## config.mk

```make
export PLATFORM = sky130hd
export DESIGN_NAME = tennis_referee
export DESIGN_NICKNAME = d
export VERILOG_FILES = /design/src/rtl/tennis_referee.sv
export SDC_FILE = /design/constraint.sdc
export NUM_CORES = 1
export LEC_CHECK = 0
export CAP_MARGIN = 10
export CORE_ASPECT_RATIO = 0.7
export CORE_MARGIN = 2
export CORE_UTILIZATION = 51
export DETAILED_ROUTE_END_ITERATION = 12
export PLACE_DENSITY = 0.8
export SKIP_LAST_GASP = 1
export SYNTH_ARGS = -nofsm -noshare
export SYNTH_HDL_FRONTEND = slang
export SYNTH_SLANG_ARGS = --single-unit
```

## constraint.sdc

```tcl
create_clock -name clk_i -period 3.86 [get_ports clk_i]
set_clock_uncertainty 0.2 [all_clocks]
set_input_delay 0.579 -clock clk_i [delete_from_list [all_inputs] [get_ports clk_i]]
set_output_delay 0.579 -clock clk_i [all_outputs]
set_load 0.1 [all_outputs]
```

## src/rtl/tennis_referee.sv

```systemverilog
// rtl/tennis_referee.sv - tennis game referee: hit windows, miss timing, score and serve flow
module tennis_referee #(
  parameter int HIT_WINDOW  = 3,
  parameter int MISS_CYCLES = 4,
  parameter int POINT_PAUSE = 8,
  parameter int WIN_SCORE   = 7
) (
  input  logic        clk_i,
  input  logic        reset_i,
  input  logic [15:0] ball_i,
  input  logic        left_btn_i,
  input  logic        right_btn_i,
  output logic        left_trigger_o,
  output logic        right_trigger_o,
  output logic [3:0]  score_left_o,
  output logic [3:0]  score_right_o,
  output logic        point_left_o,
  output logic        point_right_o,
  output logic        rally_active_o,
  output logic        game_over_o,
  output logic        winner_left_o
);

  localparam int MW = $clog2(MISS_CYCLES + 1);
  localparam int PW = $clog2(POINT_PAUSE + 1);
  localparam logic [15:0] RIGHT_MASK = 16'((32'd1 << HIT_WINDOW) - 32'd1);
  localparam logic [15:0] LEFT_MASK  = 16'(RIGHT_MASK << (16 - HIT_WINDOW));

  typedef enum logic [1:0] {SERVE, RALLY, POINT, GAME_OVER} state_t;

  state_t          state_q;
  logic            server_left_q;
  logic            dir_left_q;      // 1: ball travelling towards the left player
  logic            lock_left_q;
  logic            lock_right_q;
  logic [MW-1:0]   miss_q;
  logic [PW-1:0]   pause_q;
  logic [3:0]      score_left_q;
  logic [3:0]      score_right_q;
  logic            left_trig_q;
  logic            right_trig_q;
  logic            point_left_q;
  logic            point_right_q;
  logic            game_over_q;
  logic            winner_left_q;

  // Receiver-side view of the ball and buttons; a malformed ball is never in a window or at an end
  logic ball_valid;
  logic recv_press;
  logic recv_in_win;
  logic recv_at_end;
  logic recv_locked;
  logic recv_hit;
  logic miss_expire;
  logic [3:0] server_score;

  assign ball_valid   = (ball_i != 16'd0) && ((ball_i & (ball_i - 16'd1)) == 16'd0);
  assign recv_press   = dir_left_q ? left_btn_i : right_btn_i;
  assign recv_in_win  = ball_valid && ((ball_i & (dir_left_q ? LEFT_MASK : RIGHT_MASK)) != 16'd0);
  assign recv_at_end  = ball_valid && (dir_left_q ? ball_i[15] : ball_i[0]);
  assign recv_locked  = dir_left_q ? lock_left_q : lock_right_q;
  assign recv_hit     = recv_press && recv_in_win && !recv_locked;
  assign miss_expire  = recv_at_end && (miss_q == MW'(MISS_CYCLES - 1));
  assign server_score = server_left_q ? score_left_q : score_right_q;

  // Game state machine with all outputs held in registers
  always_ff @(posedge clk_i) begin
    if (reset_i) begin
      state_q       <= SERVE;
      server_left_q <= 1'b0;
      dir_left_q    <= 1'b1;
      lock_left_q   <= 1'b0;
      lock_right_q  <= 1'b0;
      miss_q        <= '0;
      pause_q       <= '0;
      score_left_q  <= 4'd0;
      score_right_q <= 4'd0;
      left_trig_q   <= 1'b0;
      right_trig_q  <= 1'b0;
      point_left_q  <= 1'b0;
      point_right_q <= 1'b0;
      game_over_q   <= 1'b0;
      winner_left_q <= 1'b0;
    end else begin
      left_trig_q   <= 1'b0;
      right_trig_q  <= 1'b0;
      point_left_q  <= 1'b0;
      point_right_q <= 1'b0;
      case (state_q)
        SERVE: begin
          if (server_left_q ? left_btn_i : right_btn_i) begin
            left_trig_q  <= server_left_q;
            right_trig_q <= !server_left_q;
            dir_left_q   <= !server_left_q;
            lock_left_q  <= 1'b0;
            lock_right_q <= 1'b0;
            miss_q       <= '0;
            state_q      <= RALLY;
          end
        end
        RALLY: begin
          if (recv_hit) begin
            // A valid return beats a simultaneous miss expiry
            left_trig_q  <= dir_left_q;
            right_trig_q <= !dir_left_q;
            dir_left_q   <= !dir_left_q;
            lock_left_q  <= 1'b0;
            lock_right_q <= 1'b0;
            miss_q       <= '0;
          end else begin
            if (recv_press && !recv_in_win) begin
              if (dir_left_q) lock_left_q <= 1'b1;
              else            lock_right_q <= 1'b1;
            end
            if (!recv_at_end) begin
              miss_q <= '0;
            end else if (!miss_expire) begin
              miss_q <= miss_q + MW'(1);
            end else begin
              // Receiver missed: the opposite player scores and serves next, so the
              // travel direction (towards the loser) is already away from the new server
              if (dir_left_q) begin
                point_right_q <= 1'b1;
                score_right_q <= score_right_q + 4'd1;
                server_left_q <= 1'b0;
              end else begin
                point_left_q  <= 1'b1;
                score_left_q  <= score_left_q + 4'd1;
                server_left_q <= 1'b1;
              end
              lock_left_q  <= 1'b0;
              lock_right_q <= 1'b0;
              miss_q       <= '0;
              pause_q      <= '0;
              state_q      <= POINT;
            end
          end
        end
        POINT: begin
          if (server_score == 4'(WIN_SCORE)) begin
            game_over_q   <= 1'b1;
            winner_left_q <= server_left_q;
            state_q       <= GAME_OVER;
          end else if (pause_q == PW'(POINT_PAUSE - 1)) begin
            state_q <= SERVE;
          end else begin
            pause_q <= pause_q + PW'(1);
          end
        end
        default: begin
          state_q <= GAME_OVER;
        end
      endcase
    end
  end

  assign left_trigger_o  = left_trig_q;
  assign right_trigger_o = right_trig_q;
  assign score_left_o    = score_left_q;
  assign score_right_o   = score_right_q;
  assign point_left_o    = point_left_q;
  assign point_right_o   = point_right_q;
  assign rally_active_o  = (state_q == RALLY);
  assign game_over_o     = game_over_q;
  assign winner_left_o   = winner_left_q;

endmodule

```

# Word-level counts from Yosys, hierarchy flattened
# Cells that the tools add are included.
# word_totals
in_bits,20
output_inout_bits,15
ff_bits,27
# classes
add_sub_neg,5
bitwise,7
mux,48
eq_ne,13
reduce_logical,26
# ops
cell,count
bitwise AND 16 bit,2
nonzero test 16 bit,2
two-way mux 4 bit,6
two-way mux 1 bit,23
logical NOT 16 bit,1
two-way mux 16 bit,1
subtractor 16 x 1 -> 16 bit (second input constant),1
AND reduction 5 bit,3
adder 4 x 1 -> 4 bit (second input constant),3
two-way mux 2 bit,6
two-way mux 3 bit,4
one-hot mux 1 bit (2 select lines),5
== test 4 x 3 -> 1 bit (second input constant),2
!= test 2 bit (second input constant),4
one-hot mux 4 bit (2 select lines),1
logical AND 1 bit,7
!= test 2 x 1 -> 1 bit (second input constant),3
one-hot mux 2 bit (3 select lines),1
one-hot mux 3 bit (2 select lines),1
AND reduction 6 bit,1
inverter 1 bit,5
OR reduction 5 bit,1
logical NOT 1 bit,4
AND reduction 2 bit,2
9 further kinds,10

# Depth between registers and ports, before layout
# Gate-level depths: netlist of run 1.
# logic_depth
depth_word,12
depth_mapped,8
mapped_depth_nobuf,7

# Least setup slack after synthesis of run 1
# OpenSTA, ideal clock, no wires.
# synth_timing
path_kind,input -> register
startpoint,in ball_i[1]
endpoint,reg dir_left_q
arrival_ns,2.587
path_stages,8
required_time_ns,3.532
path_buffers,1
setup_time_ns,0.128
setup_slack_ns,0.945
cell_sequence,or4_4 > buf_6 > or4_4 > a32oi_4 > nor3_4 > and3_4 > a31oi_4 > o221ai_2
# synth_between
elab_chain_len,9
word_cells_on_any_way,12
cone_classes,1 x add/sub; 1 x eq/ne; 2 x bitwise; 8 x reduce/logical
# synth_lines
element,line,rtl
start: declaration,10,"input logic [15:0] ball_i,"
subtractor 16 x 1 -> 16 bit,57,assign ball_valid = (ball_i != 16'd0) && ((ball_i & (ball_i - 16'd1)) == 16'd0);
bitwise AND 16 bit,57,
logical NOT 16 bit,57,
logical AND 1 bit,57,
logical AND 1 bit (*),59,assign recv_in_win = ball_valid && ((ball_i & (dir_left_q ? LEFT_MASK : RIGHT_MASK)) != 16'd0);
logical AND 1 bit (*) (2 in a row),62,assign recv_hit = recv_press && recv_in_win && !recv_locked;
!= test 2 x 1 -> 1 bit (no source line) (*),-,
AND reduction 3 bit (no source line) (*),-,
end signal: assignment,94,dir_left_q <= !server_left_q;
end signal: assignment,106,dir_left_q <= !dir_left_q;
end: declaration,33,logic dir_left_q;
# Mark *: on every way between the ends. The rest lies on a longest branch, timed or not.
# A chain may end at the register's enable or synchronous reset.

# Worst setup path in the final report of run 1
# layout_timing
startpoint,in ball_i[13]
endpoint,reg miss_q[2]
# layout_between
elab_chain_len,10
word_cells_on_any_way,16
cone_classes,1 x add/sub; 4 x mux; 2 x bitwise; 9 x reduce/logical
# layout_lines
element,line,rtl
subtractor 16 x 1 -> 16 bit,57,
bitwise AND 16 bit,57,
logical NOT 16 bit,57,
logical AND 1 bit,57,
logical AND 1 bit,60,assign recv_at_end = ball_valid && (dir_left_q ? ball_i[15] : ball_i[0]);
logical AND 1 bit,63,assign miss_expire = recv_at_end && (miss_q == MW'(MISS_CYCLES - 1));
two-way mux 3 bit,117,end else if (!miss_expire) begin
two-way mux 3 bit,115,if (!recv_at_end) begin
two-way mux 3 bit (*),102,if (recv_hit) begin
one-hot mux 3 bit (2 select lines) (*),89,case (state_q)
end signal: assignment,118,miss_q <= miss_q + MW'(1);
end: declaration,36,logic [MW-1:0] miss_q;
# Marks and branches as above.

==> results of run 1 <==
==> cells by family (layout without fill, tap and decap cells) <==
family	count (synthesis)	after routing	synth area share, %
fa+ha+maj	5	5	3.74
flops	27	27	32.3
mux	5	5	3.07
xor+xnor	2	2	1.05
compound gates	56	56	26.3
simple gates	75	75	28.8
buf+inv	19	51	4.71
==> power breakdown <==
group	leakage [nW]	switching [mW]	total, mW	internal [mW]
Combinational	0.482	0.0523	0.0887	0.0364
Clock	0.0228	0.0812	0.155	0.0738
Sequential	0.218	0.00556	0.287	0.281
==> metrics by stage <==
| step | instances | setup slack (ns) | utilization (%) | power [mW] | hold slack [ns] |
|---|---|---|---|---|---|
| floorplan | 189 | 0.945 | - | 0.342 | 0.225 |
| global placement | 255 | 0.446 | 64.5 | 0.378 | 0.235 |
| detailed placement | 255 | 0.323 | 64.5 | 0.381 | 0.240 |
| CTS | 259 | 0.602 | 66.0 | 0.534 | 0.251 |
| global route | 259 | 0.435 | 66.0 | 0.553 | 0.277 |
| finish | 259 | 0.619 | 66.0 | 0.531 | 0.249 |
==> worst reg2reg max path: cells and delay by family, from the launching register on <==
kind / cells / cell delay [ns]
buf+inv: 2 / 0.36
compound gates: 2 / 0.73
simple gates: 4 / 0.88
flops: 1 / 0.58
==> area by class of cell <==
class                           instances  area (sq um)  share of cell area (%)
Multi-Input combinational cell        143          1050                    50.7
Sequential cell                        27           541                    26.0
Timing Repair Buffer                   35           345                    16.6
Tap cell                               38          47.5                    2.29
Clock buffer                            4          45.0                    2.17
Inverter                               12          45.0                    2.17
==> state kept, by name, summed over array words and instances, names as in the netlist <==
signal           count
pause_q              4
score_left_o         4
score_right_o        4
miss_q               3
state_q              2
dir_left_q           1
game_over_o          1
left_trigger_o       1
lock_left_q          1
lock_right_q         1
point_left_o         1
point_right_o        1
right_trigger_o      1
server_left_q        1
winner_left_o        1
==> Yosys cell counts, types with 4 or more instances <==
master    instances
mux2i_1           4
dfxtp_1          27
nand2_1          10
o21ai_1           6
ha_1              5
nor3_1            8
a21oi_1          18
o21ai_0           5
nor2_1           17
or3_1             4
or4_1             7
clkbuf_1          5
a211oi_1          4
nand3_1           8
inv_1            12
==> path summary, 6_finish.rpt <==
check / from / to / depth (start not counted)
worst min register to register: lock_right_q$_SDFFE_PP0P_ / lock_right_q$_SDFFE_PP0P_ / 2
worst max register to register: dir_left_q$_SDFFE_PP1P_ / miss_q[2]$_SDFFE_PP0P_ / 8
worst max-delay path: ball_i[13] / miss_q[2]$_SDFFE_PP0P_ / 8
worst min-delay path: lock_right_q$_SDFFE_PP0P_ / lock_right_q$_SDFFE_PP0P_ / 2
==> metal layers <==
layer / up-vias / share of wire (%) / wire (microns)
met4: 0 / 0.24 / 9
met1: 706 / 49 / 1830
met2: 43 / 46 / 1750
met3: 2 / 4.8 / 179
li1: 776 / - / -
met5: - / 0 / 0
==> flow_summary.yaml, run 1 <==
run_status:
  status: "completed"
clock_tree:
  ctsHoldBuffers: 0
  numCtsBuffers: 3
  cts.clk_slew.worst_paths_ns: 0.09
  cts.sinks: 27
  clk_path_buf_depth: 2
  cts_max_level: 1
  clk_latency_ns: 0.26
  cts_tree: "done"
  cts-root-buf: "clkbuf_8"
  cts_resized: 0
  postCtsSetupBuffers: 0
floorplan:
  rows: 17
  ios: 35
  die_w_microns: 72.5
  start_util_pct: 53.1
  die_h_microns: 51.9
  dieArea_sq_um: 3760
  coreArea_sq_um: 3150
worst_setup_path:
  crit_buf_inv: 1
  worst_setup_path_end_kind: "flip-flop"
  arrival_ns: 3.22
  path_cells: "clkdlybuf4s50_1 > or4_1 > mux2i_1 > a32oi_4 > nor3_4 > nand3_4 > or4_1 > a21oi_1"
  worst_path_most_repeated_cell: "or4_1"
  cp_max_fo: 6
  worstSetupPathType: "primary input to flip-flop"
  r2r_setup_slack_ns: 1.03
  max_stage_delay_ns: 0.56
  startpoint_type: "primary input"
  path_delay_family: "simple AND/OR/NAND/NOR gates"
  crit_path_top_delay_cell: "or4_1"
  crit_required_ns: 3.84
detailed_routing:
  viasPerCell: 5.90
  ant_nets: 0
  dr.pass1.iters: 4
  vias: 1527
  wl_microns: 3760
  drt-initial-drc-count: 136
  drc: 0
  wire_per_inst_microns: 14.5
final_layout:
  nNetsFinal: 247
  final_cell_mix: "clkdlybuf4s50_1 (33), dfxtp_1 (27), a21oi_1 (18)"
  num-fill-cells: 275
  fin_area_sq_um: 2080
  final_common_cell: "clkdlybuf4s50_1"
  diodes: 0
  syn2layout_area_growth_pct: 24.2
  drive_gt1_share_pct: 11.8
logic_synthesis:
  synthFlopType: "dfxtp_1"
  synthArstFlopShare_pct: 0
  synthesis.area_sq_um: 1670
  ys_top_cells_by_area: "dfxtp_1 (32%), a21oi_1 (5.4%), nor2_1 (3.8%)"
  synthesis.yosys.warnings: 0
  synth_edf_count: 0
  ys_seq_area_share_pct: 32.3
  yosysTopAreaCellShare_pct: 32.3
  synthDistinctLibCells: 50
  synthCells: 189
  ys_ff_latch: 27
  synth_nets: 214
  avgSynthCellArea_sq_um: 8.85
  synth_largest_area_cell: "dfxtp_1"
global_routing:
  grt_use_met1_pct: 28.5
  gr-total-overflow: 0
  gr-usage-all-layers_pct: 21.4
  antenna_found_initial: 0
  grt_pass1_vias: 1428
  grt_pass1_wl_microns: 6370
  grtUsageMet2_pct: 37.6
  use_met3_pct: 4.46
  grt_busiest_layer: "met2"
  grt_max_degree: 28
power:
  p_leak_nw: 0.723
  peakVddDrop_mv: 0.132
  powerDensity_nw_per_um2: 255
sta:
  final.min_clock_period_ns: 3.24
  worst_pin_slew_ns: 0.977
  clock.fmax_mhz: 309
  finalHoldViolations: 0
  slew_viol_final: 0
  rsz0062_at_grt: "no"
  relSlewSlack_pct: 34.7
  setup_violations: 0
  tns_ns: 0
  period_share_pct: 84.0
place:
  dpl_cell_area_sq_um: 2030
  place.gp.congestion: 0.852
  dp_hpwl_microns: 2930
  numPortBuffers: 34
min_path:
  holdCritPathClass: "flip-flop to flip-flop"
job:
  drv_cap: 0
Note: power is estimated with default switching activity, not from simulation.
==> run 2, diff against run 1 <==
==> constraint.sdc (replaced) <==
create_clock -name clk_i -period 3.2 [get_ports clk_i]
set_clock_uncertainty 0.2 [all_clocks]
set_input_delay 0.48 -clock clk_i [delete_from_list [all_inputs] [get_ports clk_i]]
set_output_delay 0.48 -clock clk_i [all_outputs]
set_load 0.1 [all_outputs]
==> flow_summary.yaml, run 2 (synthesis results as in run 1) <==
run_status:
  status: "completed"
sta:
  relSlewSlack_pct: 35.1
  setup_violations: 0
  final.min_clock_period_ns: 3.00
  finalHoldViolations: 0
  period_share_pct: 93.9
  slew_viol_final: 0
  holdWs_ns: 0.254
  worst_pin_slew_ns: 0.970
  clock.fmax_mhz: 333
  rsz0062_at_grt: "no"
  tns_ns: 0
job:
  drv_cap: 0
clock_tree:
  cts-root-buf: "clkbuf_8"
  clk_latency_ns: 0.28
  cts_resized: 0
  clk_path_buf_depth: 2
  postCtsSetupBuffers: 0
  numCtsBuffers: 3
  cts_max_level: 1
  cts_tree: "done"
  ctsHoldBuffers: 0
  cts.sinks: 27
  cts.clk_slew.worst_paths_ns: 0.08
global_routing:
  grt_pass1_vias: 1439
  antenna_found_initial: 0
  gr-total-overflow: 0
  grt_max_degree: 28
  gr-usage-all-layers_pct: 21.3
  grt_pass1_wl_microns: 6310
final_layout:
  syn2layout_area_growth_pct: 29.3
  final_cell_mix: "buf_4 (32), dfxtp_1 (27), clkdlybuf4s50_1 (19)"
  diodes: 0
  nNetsFinal: 263
  drive_gt1_share_pct: 24.1
  final_common_cell: "buf_4"
  fin_area_sq_um: 2160
worst_setup_path:
  worst_setup_path_end_kind: "flip-flop"
  crit_required_ns: 3.15
  path_cells: "clkdlybuf4s50_1 > or4_4 > or4_4 > a32oi_4 > nor3_4 > and3_4 > a31oi_4 > o221ai_2"
  arrival_ns: 2.95
  max_stage_delay_ns: 0.63
  worst_path_most_repeated_cell: "or4_4"
  worstSetupPathType: "primary input to flip-flop"
  crit_path_top_delay_cell: "or4_4"
  cp_max_fo: 7
  startpoint_type: "primary input"
floorplan:
  rows: 17
  die_h_microns: 51.9
  dieArea_sq_um: 3760
  coreArea_sq_um: 3150
  start_util_pct: 53.1
  die_w_microns: 72.5
  ios: 35
place:
  numPortBuffers: 34
  place.gp.congestion: 0.805
  dp_hpwl_microns: 2940
  dpl_cell_area_sq_um: 2120
power:
  p_leak_nw: 0.832
  peakVddDrop_mv: 0.236
  intPower_mw: 0.482
  powerDensity_nw_per_um2: 304
  p_comb_share_pct: 18.7
  p_switching_mw: 0.176
  p_clk_share_pct: 29.1
  seqPwrFrac_pct: 52.2
  sw_frac_of_total_pct: 26.8
  finalPower_mw: 0.658
detailed_routing:
  drt-initial-drc-count: 81
  dr.pass1.iters: 5
  wire_per_inst_microns: 13.8
  viasPerCell: 5.79
  ant_nets: 0
  vias: 1592
  drc: 0
  wl_microns: 3790
min_path:
  holdCritPathClass: "flip-flop to flip-flop"
[run 2: cell types whose count changed in the layout (fill, tap and decap cells not counted), sizes merged]
cell | before | now
buf | 2 | 32
clkdlybuf4s50 | 33 | 19
clkbuf | 4 | 3
clkinv | 0 | 1
[run 2: layout make-up]
cell class                      instances  area, sq um
Clock buffer                            3         41.3
Clock inverter                          1         5.00
Sequential cell                        27          541
Timing Repair Buffer                   51          430
Inverter                               12         45.0
Tap cell                               38         47.5
Multi-Input combinational cell        143         1050
Fill cell                             259          985
[run 2: final timing paths]
path                                                start                            to  slack, ns  cells past startpoint
worst max-delay path                            ball_i[1]       dir_left_q$_SDFFE_PP1P_       0.20                      8
worst min-delay path            lock_right_q$_SDFFE_PP0P_     lock_right_q$_SDFFE_PP0P_       0.25                      2
worst max register to register    dir_left_q$_SDFFE_PP1P_  score_left_o[3]$_SDFFE_PP0P_       0.59                      9
worst min register to register  lock_right_q$_SDFFE_PP0P_     lock_right_q$_SDFFE_PP0P_       0.25                      2
[run 2: routing by layer]
layer  global-route usage (%)  share of wire, %
met1                     29.0                48
met4                     6.17               1.2
met3                     4.65               6.4
met5                        0                 0
met2                     34.1                44
[run 2: critical path: cells and delay by family]
kind	cells	cell delay, ns
and+or+nand+nor	4	1.50
AOI/OAI and AO/OA	3	0.55
buffers and inverters	1	0.42
[run 2: power groups by stage]
stage | Sequential (mW) | Clock, mW | Combinational [mW]
finish | 0.343 | 0.191 | 0.123
global route | 0.344 | 0.207 | 0.132
CTS | 0.343 | 0.198 | 0.123
detailed placement | 0.351 | 0 | 0.122
global placement | 0.351 | 0 | 0.119
floorplan | 0.353 | 0 | 0.0598
[run 2: per-stage QoR]
stage | std cells | util [%] | worst slack [ns]
floorplan | 189 | - | 0.384
global placement | 271 | 67.2 | -0.0458
detailed placement | 271 | 67.2 | -0.101
CTS | 275 | 68.7 | 0.191
global route | 275 | 68.7 | 0.0454
finish | 275 | 68.7 | 0.195
